## src/rtl/iic_pkg.sv

```systemverilog
// Shared types and helpers for the window-scan datapath (controller, register
// array, OPU bus packing).
package iic_pkg;

  typedef enum logic [1:0] {
    ST_IDLE    = 2'd0,
    ST_FETCH   = 2'd1,
    ST_PRESENT = 2'd2,
    ST_FIN     = 2'd3
  } scan_state_e;

  localparam int unsigned NBIT = 8;

  // Tap (row r, col c) of the 3x3 window maps to bit 8-(3r+c).
  function automatic logic [3:0] tap_idx(input int unsigned r, input int unsigned c);
    return 4'(8 - (3 * r + c));
  endfunction

endpackage

```

## src/rtl/win_snake_gen.sv

```systemverilog
// Window coordinate generator: walks two-column strips in snake order and
// flags the final window of the scan.
module win_snake_gen #(
  parameter int unsigned PS_W = 8
) (
  input  logic                 clk,
  input  logic                 rst_n,
  input  logic                 load,
  input  logic                 advance,
  input  logic [PS_W-1:0]      pic_size,
  input  logic                 padding,
  output logic [PS_W-1:0]      win_x,
  output logic [PS_W-1:0]      win_y,
  output logic signed [PS_W:0] nxt_x,
  output logic signed [PS_W:0] nxt_y,
  output logic                 last
);

  localparam int unsigned CW = PS_W + 1;

  logic [CW-1:0]        nc_q, nc_d;
  logic [CW-1:0]        strip_q, strip_d;
  logic [CW-1:0]        row_q, row_d;
  logic                 sec_q, sec_d;
  logic                 pad_q, pad_d;
  logic signed [CW-1:0] x_q, x_d;
  logic signed [CW-1:0] y_q, y_d;

  logic [CW-1:0] two_s;
  logic          single_col;
  logic          last_strip;
  logic          last_row;

  assign two_s      = {strip_q[CW-2:0], 1'b0};
  assign single_col = (two_s + CW'(1)) >= nc_q;
  assign last_strip = (two_s + CW'(2)) >= nc_q;
  assign last_row   = row_q == (nc_q - CW'(1));
  assign last       = last_strip && last_row && (single_col || sec_q);

  always_comb begin
    nc_d    = nc_q;
    strip_d = strip_q;
    row_d   = row_q;
    sec_d   = sec_q;
    pad_d   = pad_q;
    x_d     = x_q;
    y_d     = y_q;
    if (load) begin
      pad_d   = padding;
      nc_d    = CW'(pic_size) - CW'(2) + (padding ? CW'(2) : '0);
      strip_d = '0;
      row_d   = '0;
      sec_d   = 1'b0;
      x_d     = padding ? '1 : '0;
      y_d     = padding ? '1 : '0;
    end else if (advance) begin
      if (!single_col && !sec_q) begin
        // Even rows step right, odd rows step left within the strip.
        sec_d = 1'b1;
        x_d   = row_q[0] ? x_q - CW'(1) : x_q + CW'(1);
      end else if (last_row) begin
        strip_d = strip_q + CW'(1);
        row_d   = '0;
        sec_d   = 1'b0;
        y_d     = pad_q ? '1 : '0;
        x_d     = $signed(two_s + CW'(2)) - $signed(CW'(pad_q));
      end else begin
        // Next row begins on the column the previous row ended on.
        row_d = row_q + CW'(1);
        sec_d = 1'b0;
        y_d   = y_q + CW'(1);
      end
    end
  end

  always_ff @(posedge clk or negedge rst_n) begin
    if (!rst_n) begin
      nc_q    <= '0;
      strip_q <= '0;
      row_q   <= '0;
      sec_q   <= 1'b0;
      pad_q   <= 1'b0;
      x_q     <= '0;
      y_q     <= '0;
    end else begin
      nc_q    <= nc_d;
      strip_q <= strip_d;
      row_q   <= row_d;
      sec_q   <= sec_d;
      pad_q   <= pad_d;
      x_q     <= x_d;
      y_q     <= y_d;
    end
  end

  assign win_x = x_q[PS_W-1:0];
  assign win_y = y_q[PS_W-1:0];
  assign nxt_x = x_d;
  assign nxt_y = y_d;

endmodule

```

## src/rtl/win_scan_ctrl.sv

```systemverilog
// Window-scan sequencer: per window position, per bit plane, one register-array
// fetch followed by one OPU beat, with the padded-tap mask.
module win_scan_ctrl #(
  parameter int unsigned PS_W = 8,
  parameter int unsigned NBIT = iic_pkg::NBIT
) (
  input  logic            SYS_CLK,
  input  logic            SYS_RST,
  input  logic            START,
  input  logic [PS_W-1:0] PIC_SIZE,
  input  logic            PADDING,
  output logic            FETCH_REQ,
  input  logic            FETCH_ACK,
  output logic            OPU_VLD,
  input  logic            OPU_RDY,
  output logic [PS_W-1:0] WIN_X,
  output logic [PS_W-1:0] WIN_Y,
  output logic [2:0]      BIT_SEL,
  output logic [8:0]      TAP_MASK,
  output logic            BUSY,
  output logic            DONE
);

  import iic_pkg::*;

  localparam int unsigned CW = PS_W + 1;

  scan_state_e          state_q, state_d;
  logic [2:0]           bit_q, bit_d;
  logic [8:0]           mask_q, mask_d;
  logic [PS_W-1:0]      ps_q, ps_d;
  logic                 short_q, short_d;
  logic                 load, advance, last;
  logic signed [CW-1:0] nxt_x, nxt_y;

  function automatic logic tap_out(input logic signed [CW-1:0] v, input logic [PS_W-1:0] ps);
    return v[CW-1] || (v >= $signed({1'b0, ps}));
  endfunction

  win_snake_gen #(.PS_W(PS_W)) u_gen (
    .clk      (SYS_CLK),
    .rst_n    (SYS_RST),
    .load     (load),
    .advance  (advance),
    .pic_size (PIC_SIZE),
    .padding  (PADDING),
    .win_x    (WIN_X),
    .win_y    (WIN_Y),
    .nxt_x    (nxt_x),
    .nxt_y    (nxt_y),
    .last     (last)
  );

  always_comb begin
    state_d = state_q;
    bit_d   = bit_q;
    ps_d    = ps_q;
    short_d = 1'b0;
    load    = 1'b0;
    advance = 1'b0;
    case (state_q)
      ST_IDLE: begin
        if (START) begin
          if (PIC_SIZE >= PS_W'(3)) begin
            load    = 1'b1;
            ps_d    = PIC_SIZE;
            bit_d   = '0;
            state_d = ST_FETCH;
          end else begin
            short_d = 1'b1;
          end
        end
      end
      ST_FETCH: begin
        if (FETCH_ACK) state_d = ST_PRESENT;
      end
      ST_PRESENT: begin
        if (OPU_RDY) begin
          if (32'(bit_q) < NBIT - 1) begin
            bit_d   = bit_q + 3'd1;
            state_d = ST_FETCH;
          end else if (last) begin
            state_d = ST_FIN;
          end else begin
            advance = 1'b1;
            bit_d   = '0;
            state_d = ST_FETCH;
          end
        end
      end
      ST_FIN:  state_d = ST_IDLE;
      default: state_d = ST_IDLE;
    endcase
  end

  // Mask is computed from the generator's next coordinates so it lands in the
  // same cycle as the coordinates it describes.
  always_comb begin
    mask_d = mask_q;
    if (load || advance) begin
      for (int unsigned r = 0; r < 3; r++) begin
        for (int unsigned c = 0; c < 3; c++) begin
          mask_d[tap_idx(r, c)] = tap_out(nxt_x + $signed(CW'(c)), ps_d) ||
                                  tap_out(nxt_y + $signed(CW'(r)), ps_d);
        end
      end
    end
  end

  always_ff @(posedge SYS_CLK or negedge SYS_RST) begin
    if (!SYS_RST) begin
      state_q <= ST_IDLE;
      bit_q   <= '0;
      mask_q  <= '0;
      ps_q    <= '0;
      short_q <= 1'b0;
    end else begin
      state_q <= state_d;
      bit_q   <= bit_d;
      mask_q  <= mask_d;
      ps_q    <= ps_d;
      short_q <= short_d;
    end
  end

  assign FETCH_REQ = state_q == ST_FETCH;
  assign OPU_VLD   = state_q == ST_PRESENT;
  assign BUSY      = (state_q == ST_FETCH) || (state_q == ST_PRESENT);
  assign DONE      = (state_q == ST_FIN) || short_q;
  assign BIT_SEL   = bit_q;
  assign TAP_MASK  = mask_q;

endmodule

```

## config.mk

```make
export PLATFORM = sky130hd
export DESIGN_NAME = win_scan_ctrl
export DESIGN_NICKNAME = d
export VERILOG_FILES = /design/src/rtl/iic_pkg.sv /design/src/rtl/win_snake_gen.sv /design/src/rtl/win_scan_ctrl.sv
export SDC_FILE = /design/constraint.sdc
export NUM_CORES = 1
export LEC_CHECK = 0
export ABC_AREA = 0
export ABC_CLOCK_PERIOD_IN_PS = 5800
export CORE_AREA = 2 2 125 127
export DETAILED_ROUTE_END_ITERATION = 8
export DIE_AREA = 0 0 127 129
export PLACE_DENSITY = 0.69
export SLEW_MARGIN = 20
export SYNTH_ARGS = -nofsm -noshare
export SYNTH_HDL_FRONTEND = slang
export SYNTH_SLANG_ARGS = --single-unit
```

## constraint.sdc

```tcl
create_clock -name SYS_CLK -period 5.8 [get_ports SYS_CLK]
set_input_delay 1.16 -clock SYS_CLK [delete_from_list [all_inputs] [get_ports SYS_CLK]]
set_output_delay 1.16 -clock SYS_CLK [all_outputs]
set_load 0.02 [all_outputs]
```

# --- After elaboration in Yosys (flattened, before gate mapping) ---
# Cells that the tools add are included.
totals:
  ff_bits: 70
  input_bits: 14
  out_inout_bits: 32
classes:
  addsub: 16
  magnitude_cmp: 10
  n_eq_ne: 10
  mux: 49
  n_reduce_logical: 32
ops:
  columns: ["op", "n"]
  rows:
  - ["9-bit two-way mux", 19]
  - ["9-bit greater-or-equal comparator", 8]
  - ["9-bit by 2-bit adder with 9-bit output, second input constant", 5]
  - ["9-bit by 1-bit adder with 9-bit output, second input constant", 3]
  - ["8-bit two-way mux", 3]
  - ["1-bit logical OR", 19]
  - ["9-bit by 3-bit adder with 9-bit output, second input constant", 2]
  - ["3-bit two-way mux", 5]
  - ["2-bit two-way mux", 7]
  - ["1-bit two-way mux", 13]
  - ["9-bit adder", 1]
  - ["9-bit == test", 1]
  - ["8-bit by 2-bit subtractor with 9-bit output, second input constant", 1]
  - ["9-bit by 1-bit subtractor with 9-bit output, second input constant", 1]
  - ["9-bit by 2-bit subtractor with 9-bit output", 1]
  - ["9-bit by 2-bit subtractor with 9-bit output, second input constant", 1]
  - ["8-bit by 2-bit greater-or-equal comparator with 1-bit output, second input constant", 1]
  - ["2-bit one-hot mux with 4 select lines", 1]
  - ["2-bit != test, second input constant", 3]
  - ["3-bit one-hot mux with 2 select lines", 1]
  - ["2-bit nonzero test", 3]
  - ["5-bit AND reduction", 1]
  - ["2-bit == test, second input constant", 2]
  - ["2-bit by 1-bit != test with 1-bit output, second input constant", 2]
  - ["other kinds (10)", 13]

# --- Logic depth before layout (Yosys ltp) ---
# Gate-level depths: netlist (run 1).
logic_depth:
  depth_word: 14
  ltp_mapped: 27

# --- Modules after synthesis ---
# Synthesis (run 1) repeated with hierarchy kept, for this count alone.
unflattened:
  cells_unflattened: 751
  area_unflattened_um2: 6404.9
modules_own_cells:
  columns: ["module", "instances", "cells_each", "area_per_inst_um2", "seq_area_each_um2"]
  rows:
  - ["win_snake_gen", 1, 464, 3920.0, 1151.1]
  - ["win_scan_ctrl", 1, 287, 2484.9, 575.6]

# --- Worst setup path before layout (run 1) ---
# Ideal clock, no wire load.
synth_path:
  path_kind: "input-to-reg"
  start: "input PIC_SIZE[3]"
  end: "register mask_q[6], in the netlist TAP_MASK[6]"
  setup_ps: 126
  t_arrival_ps: 5323
  required_time_ps: 5674
  path_slack_ps: 350
  path_stages: 22
  n_path_buf: 4
  cell_sequence: "inv_1 > ha_1 > a21boi_0 > o21ai_0 > a21boi_0 > or2_2 > clkbuf_1 > clkbuf_1 > buf_1 > buf_1 > nor2_1 > a21oi_1 > ha_1 > nor2b_1 > o21a_1 > o21a_1 > o21ai_0 > nand2b_1 > a21oi_1 > maj3_1 > o21ai_0 > o32a_1"
synth_via:
  elab_chain_cells: 9
  elab_cells_between_ends: 16
  classes_between: "1 x add/sub; 3 x order compare; 8 x mux; 4 x reduce/logical"
synth_rtl:
  columns: ["element", "line_no", "text"]
  rows:
  - ["start: declaration", "win_scan_ctrl.sv:10", "input logic [PS_W-1:0] PIC_SIZE,"]
  - ["8-bit by 2-bit greater-or-equal comparator with 1-bit output", "win_scan_ctrl.sv:64", "if (PIC_SIZE >= PS_W'(3)) begin"]
  - ["1-bit two-way mux", "win_scan_ctrl.sv:64", null]
  - ["1-bit two-way mux", "win_scan_ctrl.sv:63", "if (START) begin"]
  - ["1-bit two-way mux", "win_scan_ctrl.sv:61", "case (state_q)"]
  - ["9-bit two-way mux", "win_snake_gen.sv:48", "if (load) begin"]
  - ["9-bit by 3-bit adder with 9-bit output", "win_scan_ctrl.sv:103", "mask_d[tap_idx(r, c)] = tap_out(nxt_x + $signed(CW'(c)), ps_d) ||"]
  - ["9-bit greater-or-equal comparator", "win_scan_ctrl.sv:37", "return v[CW-1] || (v >= $signed({1'b0, ps}));"]
  - ["1-bit logical OR", "win_scan_ctrl.sv:37", null]
  - ["1-bit logical OR", "win_scan_ctrl.sv:103", null]
  - ["end signal: assignment", "win_scan_ctrl.sv:120", "mask_q <= mask_d;"]
  - ["end: declaration", "win_scan_ctrl.sv:30", "logic [8:0] mask_q, mask_d;"]
# Several ways; a longest one is shown, not always the timed one.
# A chain may end at the register's enable or synchronous reset.

# --- Final worst setup path (run 1) ---
layout_path:
  start: "register u_gen.strip_q[2]"
  end: "register mask_q[3], in the netlist TAP_MASK[3]"
layout_via:
  elab_chain_cells: 14
  elab_cells_between_ends: 29
  classes_between: "5 x add/sub; 4 x order compare; 11 x mux; 9 x reduce/logical"
layout_rtl:
  columns: ["element", "line_no", "text"]
  rows:
  - ["start: declaration", "win_snake_gen.sv:22", "logic [CW-1:0] strip_q, strip_d;"]
  - ["start signal: assignment", "win_snake_gen.sv:87", "strip_q <= strip_d;"]
  - ["9-bit by 2-bit adder with 9-bit output or 9-bit by 1-bit adder with 9-bit output (tied branches)", "win_snake_gen.sv:36, win_snake_gen.sv:35", null]
  - ["9-bit greater-or-equal comparator (on tied branches)", "win_snake_gen.sv:36, win_snake_gen.sv:35", null]
  - ["1-bit logical AND or 1-bit logical OR (tied branches)", "win_snake_gen.sv:38", "assign last = last_strip && last_row && (single_col || sec_q);"]
  - ["1-bit logical AND", "win_snake_gen.sv:38", null]
  - ["1-bit two-way mux", "win_scan_ctrl.sv:82", "end else if (last) begin"]
  - ["1-bit two-way mux", "win_scan_ctrl.sv:79", "if (32'(bit_q) < NBIT - 1) begin"]
  - ["1-bit two-way mux", "win_scan_ctrl.sv:78", "if (OPU_RDY) begin"]
  - ["1-bit two-way mux", "win_scan_ctrl.sv:61", null]
  - ["9-bit two-way mux *", "win_snake_gen.sv:56", "end else if (advance) begin"]
  - ["9-bit two-way mux *", "win_snake_gen.sv:48", null]
  - ["net nxt_y[2]", "win_scan_ctrl.sv:34", "logic signed [CW-1:0] nxt_x, nxt_y;"]
  - ["9-bit by 2-bit adder with 9-bit output *", "win_scan_ctrl.sv:104", "tap_out(nxt_y + $signed(CW'(r)), ps_d);"]
  - ["9-bit greater-or-equal comparator", "win_scan_ctrl.sv:37", null]
  - ["1-bit logical OR *", "win_scan_ctrl.sv:37", null]
  - ["1-bit logical OR *", "win_scan_ctrl.sv:103", null]
# Mark *: on every way through the listed nets, which the timed path passes. The rest lies on a longest branch.

==> metrics.md, run 1 <==
| Metric | Value |
|---|---|
| Rel. slew slack | around 39% |
| Yosys top cell area share | between 20% and 30% |
| PortBufs | 45 |
| Filler instances | ~1400 |
| Syn Nets | ~880 |
| Die Span Y | ~130 um |
| Post-DP HPWL | roughly 13000 um |
| Area leader, netlist | dfrtp_1 |
| Final Power | 0.004168 W |
| Pleak | 3.418 nW |
| Syn_area_per_cell | between 8 and 9 um2 |
| Area Growth Syn to Fin | 16.27% |
| Maxcap violations | 0 |
| Final Worst Setup Slack | approximately 380 ps |
| DRC viols | 0 |
| Clk root buf | clkbuf_16 |
| Ys async rst share | between 90% and 100% |
| Startpoint types | flip-flop |
| Final Skew | between 9 and 10 ps |
| CORE AREA | 14980 um2 |
| Startpoint of the worst-slack reg-to-reg timing path | u_gen.strip_q[2] |
| Clock buffer count from CTS | 9 |
| Min cycle time layout | about 5400 ps |
| Drt via density | between 5 and 6 |
| Initial antenna violation count | 0 |
| Clk sink count | around 70 |
| Total global routing overflow | 0 |
| Slew @ Worst Pin | ~900 ps |
| Rows | 45 |
| Worst VDD drop | about 0.29 mV |
| FF+latch count, synth | 69 |
| First-pass GRT wire length | 29010 um |
| Register area share after synthesis | a little over a quarter |
| GR Util All Layers | between 20 and 25% |
| CP max FO | 8 |
| Critical path class | flip-flop to flip-flop |
| Crit end category | flip-flop |
| Post-route ant nets | 0 |
| IO Count | 46 |
| Slew Limit Fails | 0 |
| N_diodes | 0 |
| Most used DFF post-synth | dfrtp_1 |
| Iter 0 DRT Violations | a little over 500 |
| Count leader, synth | ha_1 |
| Share of cells above drive strength 1 | about a tenth |
| Fmax | approximately 0.18 GHz |
| Syn Inst Count | about 770 |
| Final period util | 93.40% |
| Setup violators final | 0 |
| Critical-path top delay cell | o31ai_2 |
| Top cells by area, synth | dfrtp_1 26%, ha_1 18%, xnor2_1 4.6%, o21ai_0 4.5%, nand2_1 4.2% |
| Pwr Density | 542.0 nW/um2 |
| Netlist Area Pre-Place | ~6600 um2 |
| Routed vias | approximately 5700 |
| EDFF count, synth | 0 |
| Drt first pass iters | 5 |
| Status | finished, final reports clean |
| Setup TNS | 0 ps |
| Later-pin clock latency in the skew report | between 300 and 400 ps |
| H-Tree Depth | 3 |
| Crit path launch | u_gen.strip_q[2] |
| Vias in the first global route | between 5000 and 6000 |
| Largest net degree at the start of global routing | 70 |
| Nets@finish | between 900 and 1000 |
| Gp weighted congestion | around 0.88 |
| Wire per inst | about 17 um |
| Ys Warns | 0 |
| Unique masters post-synth | 79 |
| Max Root-Sink Buffers | 2 |
| Clock-pin slew on the worst setup and hold paths | 60 ps |
| Die Width | approximately 130 um |
| Final Hold Vio Count | 0 |
| Data arrival, critical path | between 5000 and 6000 ps |
| Worst path most repeated cell | a21oi_1 |
| Routed WL | around 18000 um |
| HP Start | ps_q[2] |
| Post-synth top cells | 94 x ha_1, 74 x nand2_1, 69 x dfrtp_1 |
| Fin util | 51.35% |
| Type of the tightest min-delay check | flip-flop to flip-flop |
| Full die area | about 16000 um2 |
| Initial core utilization | around 44% |
| Pre-CTS setup slack | 59.08 ps |
| Worst path max stage delay | approximately 500 ps |
| Cts hold-fix bufs | 0 |
| CP required | 6030 ps |
| CTS tree | built |
[report_power, final]
group,total [W],switching [W],internal (W)
logic,0.00274,0.00153,0.00121
registers,0.000832,0.000190,0.000642
clock network,0.000597,0.000223,0.000374
total,0.00417,0.00194,0.00223
[final timing paths]
kind | to | slack, ps | depth (start not counted)
min in group asynchronous | u_gen.nc_q[0] | 950 | 1
max reg2reg | TAP_MASK[3] | 380 | 26
min | ps_q[2] | 500 | 1
min reg2reg | ps_q[2] | 500 | 1
max in group asynchronous | u_gen.strip_q[3] | 4210 | 1
max | TAP_MASK[3] | 380 | 26
[layer usage]
| metal | global-route usage (%) | share of wire (%) | wire length, um |
|---|---|---|---|
| met5 | 0 | 0 | 0 |
| met4 | 8.080 | 2.1 | 363 |
| met3 | 2.661 | 3.2 | 563 |
| met2 | 37.48 | 48 | 8494 |
| met1 | 30.15 | 46 | 8178 |
[layout by cell type, fill, tap and decap left out, types with 9 or more instances in the layout]
cell type	count
a21o_1	15
a21oi_1	46
buf_4	29
clkbuf_16	9
clkdlybuf4s50_1	44
dfrtp_1	64
ha_1	93
inv_1	49
nand2_1	73
nand2b_1	16
nand3_1	25
nor2_1	47
nor2b_1	16
nor3_1	9
o21ai_0	59
xnor2_1	35
xor2_1	27
[state kept, by name, indices dropped and copies added (netlist names)]
register,flops
BIT_SEL,3
TAP_MASK,9
ps_q,8
short_q,1
state_q,2
u_gen.nc_q,9
u_gen.pad_q,1
u_gen.row_q,9
u_gen.sec_q,1
u_gen.strip_q,8
u_gen.x_q,9
u_gen.y_q,9
[repair_timing]
item                                   in CTS  in global routing
setup buffers                               0                  2
endpoints found under the hold margin       0                  0
gates resized for setup                     0                 14
setup endpoints to repair                   0                  9
[kinds of logic (layout without fill, tap and decap cells)]
group,Yosys count,count (layout),synth area share (%)
flops,69,69,26.11
compound gates,210,210,21.89
simple gates,240,240,18.60
buf+inv,84,137,5.846
mux,2,2,0.3027
fa+ha+maj,97,97,18.54
xor+xnor,65,65,8.721
[worst max-delay path, delay by kind of cell, from the launching register on]
kind            cells  cell delay [ps]
compound gates     10             2270
simple gates        9             1090
fa+ha+maj           3              790
flops               1              460
xor+xnor            2              350
buf+inv             2              330
[cell type report]
class | instances | area (um2) | area share, %
clock buffers | 9 | 225.2 | 2.929
multi-input cells | 614 | 4566 | 59.37
inverters | 49 | 183.9 | 2.392
flip-flops and latches | 69 | 1733 | 22.53
clock inverters | 6 | 88.84 | 1.155
well taps | 188 | 235.2 | 3.059
repair buffers | 73 | 658.1 | 8.558
[metrics by stage]
stage / hold slack [ps] / cells / instance area, um2
after floorplan: 445.2 / 767 / 6614
after global placement: 458.0 / 991 / 7297
after detailed placement: 475.0 / 991 / 7297
after CTS: 492.4 / 1006 / 7611
after global routing: 515.4 / 1008 / 7690
final: 495.3 / 1008 / 7690
No activity file was read; power rests on OpenSTA's default activity.
==> inputs of run 2 (changes only) <==
Settings changed: SLEW_MARGIN 20 to unset.
==> results of run 2 <==
Same layout as run 1: the final DEF is identical, and so are final timing and power.
==> inputs of run 3 (changes only) <==
Settings changed: CORE_AREA 2 2 125 127 to 2 2 113 115, DIE_AREA 0 0 127 129 to 0 0 115 117, PLACE_DENSITY 0.69 to 0.8.
==> run 3 against run 2 <==
Sequential power about the same. Fmax up 2.5%. Final cell count down 3.4%. Critical path depth down 1. Largest cell class unchanged.
==> metrics.md, run 3 (synthesized netlist as in run 1, its figures left out) <==
| Metric | Value |
|---|---|
| Filler instances | around 1000 |
| Startpoint types | primary input |
| Grt met3 use | 3.296% |
| Critical path class | primary input to flip-flop |
| Data arrival, critical path | between 5000 and 6000 ps |
| Setup TNS | 0 ps |
| Combinational fraction of design power | about 66% |
| Clk sink count | 69 |
| Max Root-Sink Buffers | 2 |
| Status | finished, final reports clean |
| Rel. slew slack | between 30% and 40% |
| Pleak | roughly 3.4 nW |
| Setup violators final | 0 |
| Final period util | roughly nine tenths |
| Met1 Usage GRT | between 30% and 40% |
| Final Hold Vio Count | 0 |
| PortBufs | 45 |
| Type of the tightest min-delay check | flip-flop to flip-flop |
| Clk root buf | clkbuf_16 |
| Drt via density | between 5 and 6 |
| Nets@finish | 929 |
| Post-DP HPWL | 12910 um |
| CP bufs+invs | 5 |
| Slew @ Worst Pin | 914.2 ps |
| Die Span Y | ~120 um |
| Net Sw Frac | roughly 46% |
| Iter 0 DRT Violations | ~460 |
| Later-pin clock latency in the skew report | 340 ps |
| Clock-pin slew on the worst setup and hold paths | 60 ps |
| N_diodes | 0 |
| Vias in the first global route | 5764 |
| Final Skew | between 8 and 9 ps |
| Pwr Density | 544.3 nW/um2 |
| CP required | approximately 6000 ps |
| Cts hold-fix bufs | 0 |
| Gp weighted congestion | approximately 0.93 |
| CORE AREA | about 12000 um2 |
| Reg power frac | about a fifth |
| Routed vias | between 5000 and 6000 |
| IO Count | 46 |
| Commonest non-fill, non-tap cell in the layout | ha_1 |
| Critical-path top delay cell | clkdlybuf4s50_1 |
| CP max FO | 29 |
| Area Growth Syn to Fin | 15.34% |
| Drt first pass iters | 5 |
| Pint | between 0.002 and 0.0025 W |
| Crit end category | flip-flop |
| Die Width | around 120 um |
| Dpl cells | 957 |
| Slew Limit Fails | 0 |
| Post-route ant nets | 0 |
| Clock buffer count from CTS | 9 |
| Largest net degree at the start of global routing | 70 |
| Total global routing overflow | 0 |
| DRC viols | 0 |
| Min cycle time layout | approximately 5300 ps |
| GRT Max-Usage Layer | met2 |
| Worst VDD drop | about 0.39 mV |
| Most frequent cells in the layout | 94 x ha_1, 73 x nand2_1, 67 x dfrtp_1 |
| First-pass GRT wire length | roughly 29000 um |
| Final cell count without fillers | slightly below 1000 |
| Switching Power | 0.001928 W |
| H-Tree Depth | 3 |
| RSZ-0062 raised after global routing | no |
| Met2 Usage GRT | 45.02% |
| Full die area | 13460 um2 |
| CTS tree | built |
| GR Util All Layers | between 20% and 30% |
| Rows | 41 |
| CP top delay family | compound AO/OA/AOI/OAI gates |
| Share of cells above drive strength 1 | a little under a tenth |
| Wire per inst | ~18 um |
| Initial antenna violation count | 0 |
| Worst path max stage delay | approximately 470 ps |
| Clk pwr share | between 10% and 20% |
| Maxcap violations | 0 |
| Routed WL | 17080 um |
| Initial core utilization | a little over half |
| Fmax | between 0.15 and 0.2 GHz |
[run 3: worst reg2reg max path: stages (launching register included)]
cell and delay [ps]:
dfrtp_2 470, nand3_1 150, nor2_1 180, nand3_1 140, xor2_2 220, inv_1 60
ha_1 290, nand2_1 100, a2111o_1 320, o211a_1 240, nand2_1 130, a31oi_1 130
buf_4 210, a221oi_1 340, nor2_1 140, ha_1 300, ha_1 270, a21o_1 160
a21o_1 170, a21o_1 160, a21oi_1 130, nor2b_1 60, o21ai_0 140, nand2b_1 70
a21oi_1 140, nand2_1 130, o32a_1 310
[run 3: per-stage QoR]
step	area (um2)	setup WS (ps)	utilization [%]	hold WS (ps)	total power (W)
after detailed placement	7277	156.7	59.11	466.8	0.003511
after global routing	7629	32.40	61.96	509.8	0.004555
after floorplan	6614	350.4	-	445.2	0.002776
after global placement	7277	320.4	59.11	460.0	0.003440
after CTS	7594	308.7	61.68	479.9	0.004123
final	7629	515.4	61.96	484.4	0.004152
[run 3: final cells by class]
| type | count | area, um2 | share of cell area [%] |
|---|---|---|---|
| clock inverter | 6 | 87.58 | 1.148 |
| tap | 150 | 187.7 | 2.460 |
| timing repair buffer | 76 | 678.2 | 8.890 |
| clock buffer | 10 | 229.0 | 3.001 |
| sequential | 69 | 1729 | 22.67 |
| inverter | 49 | 183.9 | 2.411 |
| multi-input combinational | 614 | 4533 | 59.42 |
[run 3: path summary, 6_finish.rpt]
check	start	to	slack (ps)	cells past startpoint
setup / recovery	PIC_SIZE[2]	TAP_MASK[4]	520	25
hold / removal	ps_q[2]	ps_q[2]	480	1
setup reg to reg	u_gen.strip_q[2]	TAP_MASK[4]	530	26
hold reg to reg	ps_q[2]	ps_q[2]	480	1
max in group asynchronous	SYS_RST	u_gen.strip_q[2]	4110	2
min in group asynchronous	SYS_RST	BIT_SEL[0]	1020	2
[run 3: layer usage]
| layer | up-vias | routed length [um] |
|---|---|---|
| met4 | 0 | 546 |
| met2 | 174 | 8048 |
| met5 | - | 0 |
| li1 | 2841 | - |
| met3 | 40 | 843 |
| met1 | 2773 | 7641 |
[run 3: what timing repair did]
action,4_1_cts,5_1_grt
endpoints found under the setup margin,0,8
buffers inserted,0,1
resized for setup,0,6
[run 3: power groups by stage]
stage | Clock, W | Sequential (W) | Combinational (W)
final | 0.000593 | 0.000833 | 0.00273
after detailed placement | 0 | 0.000834 | 0.00268
after global routing | 0.000623 | 0.000853 | 0.00308
after floorplan | 0 | 0.000810 | 0.00197
after global placement | 0 | 0.000828 | 0.00261
after CTS | 0.000598 | 0.000826 | 0.00270
